`src/rtl/router_ivc_pkg.sv`:
```
// Shared types and helpers for the router input-VC buffer.
package router_ivc_pkg;

    localparam int unsigned IVC_FLIT_W   = 32;
    localparam int unsigned IVC_VC_MAX_W = 3;

    function automatic int unsigned vc_w(input int unsigned n);
        return (n <= 2) ? 1 : $clog2(n);
    endfunction

    typedef struct packed {
        logic                    valid;
        logic [IVC_VC_MAX_W-1:0] vc;
    } ivc_credit_t;

endpackage

```
`src/rtl/router_ivc_fifo.sv`:
```
// Single-VC FIFO; a push into a full FIFO is accepted only alongside a pop.
module router_ivc_fifo #(
    parameter int unsigned WIDTH = 32,
    parameter int unsigned DEPTH = 4
) (
    input  logic             clk,
    input  logic             reset,
    input  logic             push,
    input  logic             pop,
    input  logic [WIDTH-1:0] din,
    output logic [WIDTH-1:0] dout,
    output logic             empty,
    output logic             full
);

    localparam int unsigned PTR_W = $clog2(DEPTH);
    localparam int unsigned CNT_W = $clog2(DEPTH + 1);

    logic [WIDTH-1:0] mem_q [DEPTH];
    logic [PTR_W-1:0] wr_ptr_q, rd_ptr_q;
    logic [CNT_W-1:0] count_q;
    logic             do_push, do_pop;

    assign empty   = (count_q == '0);
    assign full    = (count_q == CNT_W'(DEPTH));
    assign do_pop  = pop && !empty;
    assign do_push = push && (!full || do_pop);
    assign dout    = mem_q[rd_ptr_q];

    always_ff @(posedge clk or posedge reset) begin
        if (reset) begin
            wr_ptr_q <= '0;
            rd_ptr_q <= '0;
            count_q  <= '0;
        end else begin
            if (do_push) wr_ptr_q <= wr_ptr_q + 1'b1;
            if (do_pop)  rd_ptr_q <= rd_ptr_q + 1'b1;
            if (do_push && !do_pop)      count_q <= count_q + 1'b1;
            else if (do_pop && !do_push) count_q <= count_q - 1'b1;
        end
    end

    // Storage needs no reset: contents are only visible while count_q is non-zero.
    always_ff @(posedge clk) begin
        if (do_push) mem_q[wr_ptr_q] <= din;
    end

endmodule

```
`src/rtl/router_ivc_buffer.sv`:
```
// Per-input-port VC buffer: NUM_VC FIFOs, round-robin head selection with grant lock, credits.
// Optional ROUTER_IVC_OVF_CHECK_EN adds a sticky overflow_err flag for dropped writes.
module router_ivc_buffer
    import router_ivc_pkg::*;
#(
    parameter int unsigned FLIT_W = IVC_FLIT_W,
    parameter int unsigned NUM_VC = 2,
    parameter int unsigned DEPTH  = 4,
    parameter int unsigned VC_W   = vc_w(NUM_VC)
) (
    input  logic              clk,
    input  logic              reset,
    input  logic              in_valid,
    input  logic [VC_W-1:0]   in_vc,
    input  logic [FLIT_W-1:0] in_flit,
    output logic              out_valid,
    output logic [VC_W-1:0]   out_vc,
    output logic [FLIT_W-1:0] out_flit,
    input  logic              out_ready,
    output logic              credit_valid,
    output logic [VC_W-1:0]   credit_vc
`ifdef ROUTER_IVC_OVF_CHECK_EN
    ,
    output logic              overflow_err
`endif
);

    logic [FLIT_W-1:0] fifo_dout [NUM_VC];
    logic [NUM_VC-1:0] fifo_empty, fifo_full, fifo_push, fifo_pop;

    logic [VC_W-1:0] rr_ptr_q, lock_vc_q, cand_vc, sel_vc;
    logic            locked_q, found, handshake, in_range;
    ivc_credit_t     credit_q;

    for (genvar v = 0; v < NUM_VC; v++) begin : g_fifo
        router_ivc_fifo #(
            .WIDTH(FLIT_W),
            .DEPTH(DEPTH)
        ) u_fifo (
            .clk  (clk),
            .reset(reset),
            .push (fifo_push[v]),
            .pop  (fifo_pop[v]),
            .din  (in_flit),
            .dout (fifo_dout[v]),
            .empty(fifo_empty[v]),
            .full (fifo_full[v])
        );
    end

    // First non-empty VC starting at rr_ptr_q.
    always_comb begin
        cand_vc = '0;
        found   = 1'b0;
        for (int i = 0; i < NUM_VC; i++) begin
            if (!found && !fifo_empty[(int'(rr_ptr_q) + i) % NUM_VC]) begin
                found   = 1'b1;
                cand_vc = VC_W'((int'(rr_ptr_q) + i) % NUM_VC);
            end
        end
    end

    assign sel_vc    = locked_q ? lock_vc_q : cand_vc;
    assign out_valid = ~&fifo_empty;
    assign out_vc    = out_valid ? sel_vc : '0;
    assign out_flit  = out_valid ? fifo_dout[sel_vc] : '0;
    assign handshake = out_valid && out_ready;
    assign in_range  = 32'(in_vc) < NUM_VC;

    always_comb begin
        fifo_push = '0;
        fifo_pop  = '0;
        for (int v = 0; v < NUM_VC; v++) begin
            fifo_push[v] = in_valid && in_range && (in_vc == VC_W'(v));
            fifo_pop[v]  = handshake && (sel_vc == VC_W'(v));
        end
    end

    always_ff @(posedge clk or posedge reset) begin
        if (reset) begin
            rr_ptr_q  <= '0;
            lock_vc_q <= '0;
            locked_q  <= 1'b0;
            credit_q  <= '0;
        end else begin
            credit_q.valid <= handshake;
            credit_q.vc    <= handshake ? IVC_VC_MAX_W'(sel_vc) : '0;
            if (handshake) begin
                locked_q <= 1'b0;
                rr_ptr_q <= VC_W'((int'(sel_vc) + 1) % NUM_VC);
            end else if (out_valid) begin
                locked_q  <= 1'b1;
                lock_vc_q <= sel_vc;
            end
        end
    end

    assign credit_valid = credit_q.valid;
    assign credit_vc    = VC_W'(credit_q.vc);

`ifdef ROUTER_IVC_OVF_CHECK_EN
    logic ovf_q, drop;

    assign drop = (in_valid && !in_range) || |(fifo_push & fifo_full & ~fifo_pop);

    always_ff @(posedge clk or posedge reset) begin
        if (reset)     ovf_q <= 1'b0;
        else if (drop) ovf_q <= 1'b1;
    end

    assign overflow_err = ovf_q;
`endif

endmodule

```
`config.mk`:
```
export PLATFORM = sky130hd
export DESIGN_NAME = router_ivc_buffer
export DESIGN_NICKNAME = d
export VERILOG_FILES = /design/src/rtl/router_ivc_pkg.sv /design/src/rtl/router_ivc_fifo.sv /design/src/rtl/router_ivc_buffer.sv
export SDC_FILE = /design/constraint.sdc
export NUM_CORES = 1
export LEC_CHECK = 0
export CORE_ASPECT_RATIO = 1.1
export CORE_UTILIZATION = 50
export DETAILED_ROUTE_END_ITERATION = 12
export PLACE_DENSITY = 0.81
export SLEW_MARGIN = 20
export SYNTH_ARGS = -nofsm -noshare
export SYNTH_HDL_FRONTEND = slang
export SYNTH_SLANG_ARGS = --single-unit
```
`constraint.sdc`:
```
create_clock -name clk -period 7.5 [get_ports clk]
set_input_delay 0.75 -clock clk [delete_from_list [all_inputs] [get_ports clk]]
set_output_delay 0.75 -clock clk [all_outputs]
set_load 0.01 [all_outputs]
```
==> results of run 1 <==
state kept, by name, indices dropped and copies added (netlist names):
name	count
credit_valid	1
credit_vc	1
locked_q	1
g_fifo.u_fifo.rd_ptr_q	4
g_fifo.u_fifo.count_q	6
g_fifo.u_fifo.mem_q	256
lock_vc_q	1
g_fifo.u_fifo.wr_ptr_q	4
rr_ptr_q	1
power by group through the flow:
stage | combinational [W] | clock [W] | sequential (W)
finish | 0.00185 | 0.00129 | 0.00198
global route | 0.00198 | 0.00137 | 0.00199
CTS | 0.00188 | 0.00131 | 0.00198
detailed placement | 0.00185 | 0 | 0.00200
global placement | 0.00181 | 0 | 0.00198
floorplan | 0.00124 | 0 | 0.00198
worst max-delay path by stage:
stage / endpoint / slack (ns)
after detailed placement: out_flit[0] / 3.96
after global routing: out_flit[26] / 3.26
after CTS: out_flit[26] / 3.35
after global placement: out_flit[0] / 4.03
final: out_flit[26] / 3.40
after floorplan: g_fifo[0].u_fifo.mem_q[0][0]$_DFFE_PP_ / 4.90
metal layers:
metal | part of all wire (%) | wire length, um | vias up
met1 | 39 | 8700 | 2745
met4 | 2.4 | 540 | 0
met5 | 0 | 0 | -
met2 | 53 | 12000 | 207
li1 | - | - | 2298
met3 | 5.8 | 1300 | 39
area by class of cell:
class	instances	share of cell area (%)
sequential	275	63.6
multi-input combinational	230	20.8
timing repair buffer	77	5.90
clock buffer	29	5.32
tap	290	2.82
clock inverter	18	1.28
inverter	10	0.292
stage by stage:
step / total power (W) / utilization (%) / instances / hold WS, ns / cell area, um^2
2_1_floorplan: 0.00322 / - / 541 / 0.455 / 11000
3_3_place_gp: 0.00379 / 55.8 / 882 / 0.480 / 12000
3_5_place_dp: 0.00385 / 55.8 / 882 / 0.502 / 12000
4_1_cts: 0.00516 / 59.7 / 929 / 0.516 / 12800
5_1_grt: 0.00534 / 59.7 / 929 / 0.548 / 12800
6_report: 0.00512 / 59.7 / 929 / 0.522 / 12800
placed cells by master, fill, tap and decap left out, types with 2 or more instances in the layout:
cell / instances
a21oi_1: 5
a21oi_2: 28
and2_2: 4
and3_2: 4
buf_4: 5
bufinv_16: 3
clkbuf_1: 2
clkbuf_16: 27
clkdlybuf4s50_1: 72
clkinv_1: 7
clkinv_2: 5
clkinvlp_4: 3
dfrtp_1: 17
dfrtp_2: 2
edfxtp_1: 256
fa_1: 2
ha_1: 10
inv_1: 9
mux2_2: 2
mux4_2: 64
nand2_1: 38
nand2_2: 28
nand2b_1: 2
nor2_1: 9
nor2b_1: 2
o21ai_1: 2
or3_4: 2
xnor2_1: 7
xor2_1: 5
critical path, delay by kind of cell, from the launching register on:
| family | cells | cell delay [ns] |
|---|---|---|
| buffers and inverters | 2 | 1.07 |
| AO/OA/AOI/OAI | 2 | 0.90 |
| AND/OR/NAND/NOR | 2 | 0.43 |
| flip-flops | 1 | 0.41 |
cell families (layout without fill, tap and decap cells):
logic type,Yosys count,after routing,synth area share (%)
AOI/OAI and AO/OA,42,42,3.49
xor gates and xnor gates,12,12,0.952
adders and majority gates,12,12,1.50
buffers and inverters,36,134,1.94
DFF,275,275,73.9
muxes,68,68,13.5
and+or+nand+nor,96,96,4.71
==> results_dict.tcl, run 1 <==
set metrics [dict create \
    nFillCells 1465 \
    drv_slew 0 \
    dr.pass1.iters 5 \
    grt_use_total_pct 20.7 \
    ys_seq_area_share_pct 73.9 \
    cts_resized 0 \
    post-route-drc-count 0 \
    min_to "lock_vc_q$_DFFE_PP0P_" \
    r2r_slack_ns 4.10 \
    avgSynthCellArea_um2 20.4 \
    routed_via_density 5.69 \
    die_y_um 158 \
    r2r-end "g_fifo[0].u_fifo.count_q[2]$_DFFE_PP0P_" \
    ys.flop_type "edfxtp_1" \
    crit_type "flip-flop to output port" \
    outcome "complete, no violations" \
    cts_buffers 26 \
    cpMaxStageDelayCell "o211ai_4" \
    register_area_mm2 0.00817 \
    initial_core_util_pct 51.3 \
    clock_skew_ns 0.0129 \
    synth-async-reset-ratio_pct 6.91 \
    io_pins 73 \
    switchingPower_w 0.00159 \
    cp_max_fo 20 \
    wire_per_inst_um 24.3 \
    ant_nets 0 \
    first_iter_violations 458 \
    fin_crit_sh_pct 54.7 \
    dieArea_mm2 0.0227 \
    arrival_ns 3.35 \
    total_leakage_power_nw 4.21 \
    power_frac_clock_pct 25.3 \
    setup_slack_ns 3.40 \
    insertion_delay_ns 0.52 \
    path_cells "or2_2, o211ai_4, buf_4, nand2_2, a21oi_2, clkdlybuf4s50_1" \
    finalSetupViolations 0 \
    start_kind "flip-flop" \
    power_frac_comb_pct 36.1 \
    clk_pin_slew_worst_paths_ns 0.06 \
    rr_worst_depth 11 \
    max_cap_viol_count 0 \
    hold_class "flip-flop to flip-flop" \
    core_area_mm2 0.0215 \
    met1_usage_pct 26.2 \
    area_growth_pct 16.3 \
    fin_crit_ns 4.10 \
    clock-sinks 275 \
    powerDensity_mw_per_mm2 398 \
    grt_pass1_wl_um 33600 \
    multi_input_area_mm2 0.00268 \
    max_freq_ghz 0.244 \
    hold_viol_final 0 \
    rsz0062_at_grt "false" \
    cts_root_buf "clkbuf_16" \
    yosys_warnings 0 \
    synth.most_common_cell "edfxtp_1" \
    cp-startpoint "locked_q$_DFFE_PP0P_" \
    drive_above_1_share_pct 29.6 \
    ys_ff_latch 275 \
    yosysTopAreaCellShare_pct 69.6 \
    synthTopCellsByArea "edfxtp_1, mux4_2, dfrtp_1" \
    fp-row-count 56 \
    syn_area_mm2 0.0110 \
    hpwl_um 11500 \
    finalSetupTns_ns 0 \
    grt_pass1_vias 5683 \
    wirelength_um 22600 \
    num_vias 5289 \
    diodes 0 \
    post_cts_buffers 0 \
    io_buffers 72 \
    syn-instance-count 541 \
    worstPathRequired_ns 6.75 \
    grt_max_degree 37 \
    top_usage_layer "met2" \
    synth_edf_count 256 \
    synthTopCellsByCount "edfxtp_1, mux4_2, nand2_1, a21oi_2, nand2_2" \
    p_seq_share_pct 38.6 \
    syn-num-nets 590 \
    hold_path_depth 2 \
    p_int_w 0.00353 \
    die_x_um 144 \
    place_ws_ns 3.96 \
    worstMarginPinSlew_ns 1.10 \
    nets 669 \
    cts_hold_buf 0 \
    cts_tree "built" \
    vdd_drop_max_uv 222 \
    min_from "lock_vc_q$_DFFE_PP0P_" \
    grtUsageMet3_pct 2.93 \
    antenna_found_initial 0 \
    grt_util_met2_pct 36.5 \
    clk_path_buf_depth 3 \
    htree_levels 1 \
    yosysUniqueCellTypes 41 \
    yosys.area.top_type "edfxtp_1" \
    r2r-start "locked_q$_DFFE_PP0P_" \
    gp_routability_congestion 0.743 \
    switching_share_pct 31.0 \
    cp-end-kind "output port" \
    grt-ovfl-total 0 \
    maxSlewHeadroom_pct 26.6 \
    critPathMaxStageDelay_ns 0.72 \
]
(Power assumes the default switching activity.)
==> inputs of run 2 (changes only) <==
--- a/config.mk
+++ b/config.mk
@@ -8,7 +8,7 @@
 export CORE_ASPECT_RATIO = 1.1
 export CORE_UTILIZATION = 50
 export DETAILED_ROUTE_END_ITERATION = 12
-export PLACE_DENSITY = 0.81
+export PLACE_DENSITY = 0.84
 export SLEW_MARGIN = 20
 export SYNTH_ARGS = -nofsm -noshare
 export SYNTH_HDL_FRONTEND = slang
==> constraint.sdc (replaced) <==
create_clock -name clk -period 3.5 [get_ports clk]
set_input_delay 0.35 -clock clk [delete_from_list [all_inputs] [get_ports clk]]
set_output_delay 0.35 -clock clk [all_outputs]
set_load 0.01 [all_outputs]
==> run 2 against run 1 <==
Count of clock-buffer cells in the layout is 4 higher. Critical path depth stayed put. Worst hold slack worse by 0.26 ns. Clock power is 120% higher. Combinational power is 120% higher. Routed wire length is 1.3% higher.
==> results_dict.tcl, run 2 (synthesis gave the netlist of run 1 again) <==
set metrics [dict create \
    grt_use_total_pct 20.9 \
    cts_tree "built" \
    post-route-drc-count 0 \
    ant_nets 0 \
    io_pins 73 \
    design_area_mm2 0.0131 \
    hpwl_um 13200 \
    multi_input_area_mm2 0.00272 \
    p_int_w 0.00771 \
    hold_viol_final 0 \
    stdcell_count 947 \
    hold_class "input port to asynchronous set/reset pin" \
    register_area_mm2 0.00817 \
    fp-row-count 56 \
    wirelength_um 22800 \
    wire_per_inst_um 24.1 \
    finalSetupTns_ns 0 \
    io_buffers 72 \
    cts_hold_buf 0 \
    first_iter_violations 494 \
    arrival_ns 2.97 \
    maxSlewHeadroom_pct 42.1 \
    htree_levels 1 \
    power_frac_clock_pct 25.2 \
    cp_max_fo 17 \
    core_area_mm2 0.0215 \
    dieArea_mm2 0.0227 \
    max_freq_ghz 0.301 \
    critPathMaxStageDelay_ns 0.65 \
    max_cap_viol_count 0 \
    gp_routability_congestion 0.777 \
    nFillCells 1476 \
    rsz0062_at_grt "false" \
    cp-end-kind "output port" \
    dp_cells 897 \
    routed_via_density 5.79 \
    grt-ovfl-total 0 \
    outcome "complete, no violations" \
    reg.largest.list "g_fifo.u_fifo.mem_q (256), g_fifo.u_fifo.count_q (6)" \
    insertion_delay_ns 0.53 \
    fin_crit_ns 3.32 \
    grt_pass1_vias 5832 \
    area_growth_pct 18.9 \
    grt_pass1_wl_um 34400 \
    dpl-instance-area_mm2 0.0122 \
    dr.pass1.iters 5 \
    cts_root_buf "clkbuf_16" \
    num_vias 5483 \
    worstPathRequired_ns 3.15 \
    antenna_found_initial 1 \
    grt_max_degree 36 \
    powerDensity_mw_per_mm2 852 \
    clk_pin_slew_worst_paths_ns 0.07 \
    drive_above_1_share_pct 31.6 \
    total_leakage_power_nw 4.33 \
    initial_core_util_pct 51.3 \
    vdd_drop_max_uv 442 \
    layout_common_cells "edfxtp_1, clkdlybuf4s50_1, mux4_2" \
    path_cells "or4_4, o211ai_4, buf_12, nand2_2, a21oi_2, clkdlybuf4s50_1" \
    crit_type "flip-flop to output port" \
    fin_crit_sh_pct 94.9 \
    post_cts_buffers 0 \
    switching_share_pct 31.0 \
    clock_skew_ns 0.0164 \
    clock-sinks 275 \
    worstMarginPinSlew_ns 0.867 \
    finalSetupViolations 0 \
    power_frac_comb_pct 36.6 \
    drv_slew 0 \
    cpMaxStageDelayCell "or4_4" \
    largest_reg_flops 256 \
    clk_path_buf_depth 3 \
    switchingPower_w 0.00347 \
    die_x_um 144 \
    final_common_cell "edfxtp_1" \
    cts_buffers 26 \
    largest-register "g_fifo.u_fifo.mem_q" \
    finalPower_w 0.0112 \
    start_kind "flip-flop" \
    die_y_um 158 \
    p_seq_share_pct 38.3 \
    nets 686 \
]
==> run 2: path summary, 6_finish.rpt <==
check	start	to	slack, ns	cells after the start
hold reg to reg	lock_vc_q$_DFFE_PP0P_	lock_vc_q$_DFFE_PP0P_	0.53	2
max in group asynchronous	reset	g_fifo[1].u_fifo.rd_ptr_q[0]$_DFFE_PP0P_	2.73	2
min in group clk	lock_vc_q$_DFFE_PP0P_	lock_vc_q$_DFFE_PP0P_	0.53	2
setup reg to reg	locked_q$_DFFE_PP0P_	g_fifo[0].u_fifo.count_q[2]$_DFFE_PP0P_	0.42	10
hold / removal	reset	g_fifo[1].u_fifo.count_q[1]$_DFFE_PP0P_	0.26	2
setup / recovery	g_fifo[1].u_fifo.count_q[0]$_DFFE_PP0P_	out_flit[19]	0.18	6
==> run 2: what timing repair did <==
action                     4_1_cts  5_1_grt
pin swaps                        1        1
setup endpoints to repair       31        3
gates resized for setup          1        2
gates cloned                     1        1
==> run 2: worst max-delay path, delay by kind of cell, from the launching register on <==
family / cells / cell delay, ns
buffers and inverters: 2 / 0.82
AND/OR/NAND/NOR: 2 / 0.72
AO/OA/AOI/OAI: 2 / 0.46
flip-flops: 1 / 0.45
==> run 2: through the flow <==
| step | hold slack [ns] | util, % | setup slack [ns] |
|---|---|---|---|
| 2_1_floorplan | 0.301 | - | 0.901 |
| 3_5_place_dp | 0.512 | 56.8 | 0.447 |
| 6_report | 0.261 | 61.0 | 0.177 |
| 5_1_grt | 0.345 | 61.0 | 0.0847 |
| 4_1_cts | 0.284 | 60.9 | 0.000905 |
| 3_3_place_gp | 0.471 | 56.8 | 0.516 |
==> run 2: layout make-up <==
class                           count  area share, %
Timing Repair Buffer               92           7.49
Antenna cell                        1         0.0191
Multi-Input combinational cell    232           20.7
Sequential cell                   275           62.2
Tap cell                          290           2.76
Inverter                           10          0.286
Clock buffer                       33           5.32
Clock inverter                     14           1.18
==> run 2: power groups by stage <==
stage | clock network, W | registers [W] | logic, W
final | 0.00281 | 0.00428 | 0.00409
after global routing | 0.00297 | 0.00432 | 0.00436
after global placement | 0 | 0.00429 | 0.00392
after detailed placement | 0 | 0.00433 | 0.00401
after CTS | 0.00285 | 0.00428 | 0.00409
after floorplan | 0 | 0.00424 | 0.00266
==> run 2: layer usage <==
metal,GRT usage [%],vias to the layer above,wire length (um)
met3,2.75,39,1310
met5,0,-,0
met1,27.9,2884,9320
met2,35.6,212,11700
met4,7.50,0,548
li1,-,2348,-
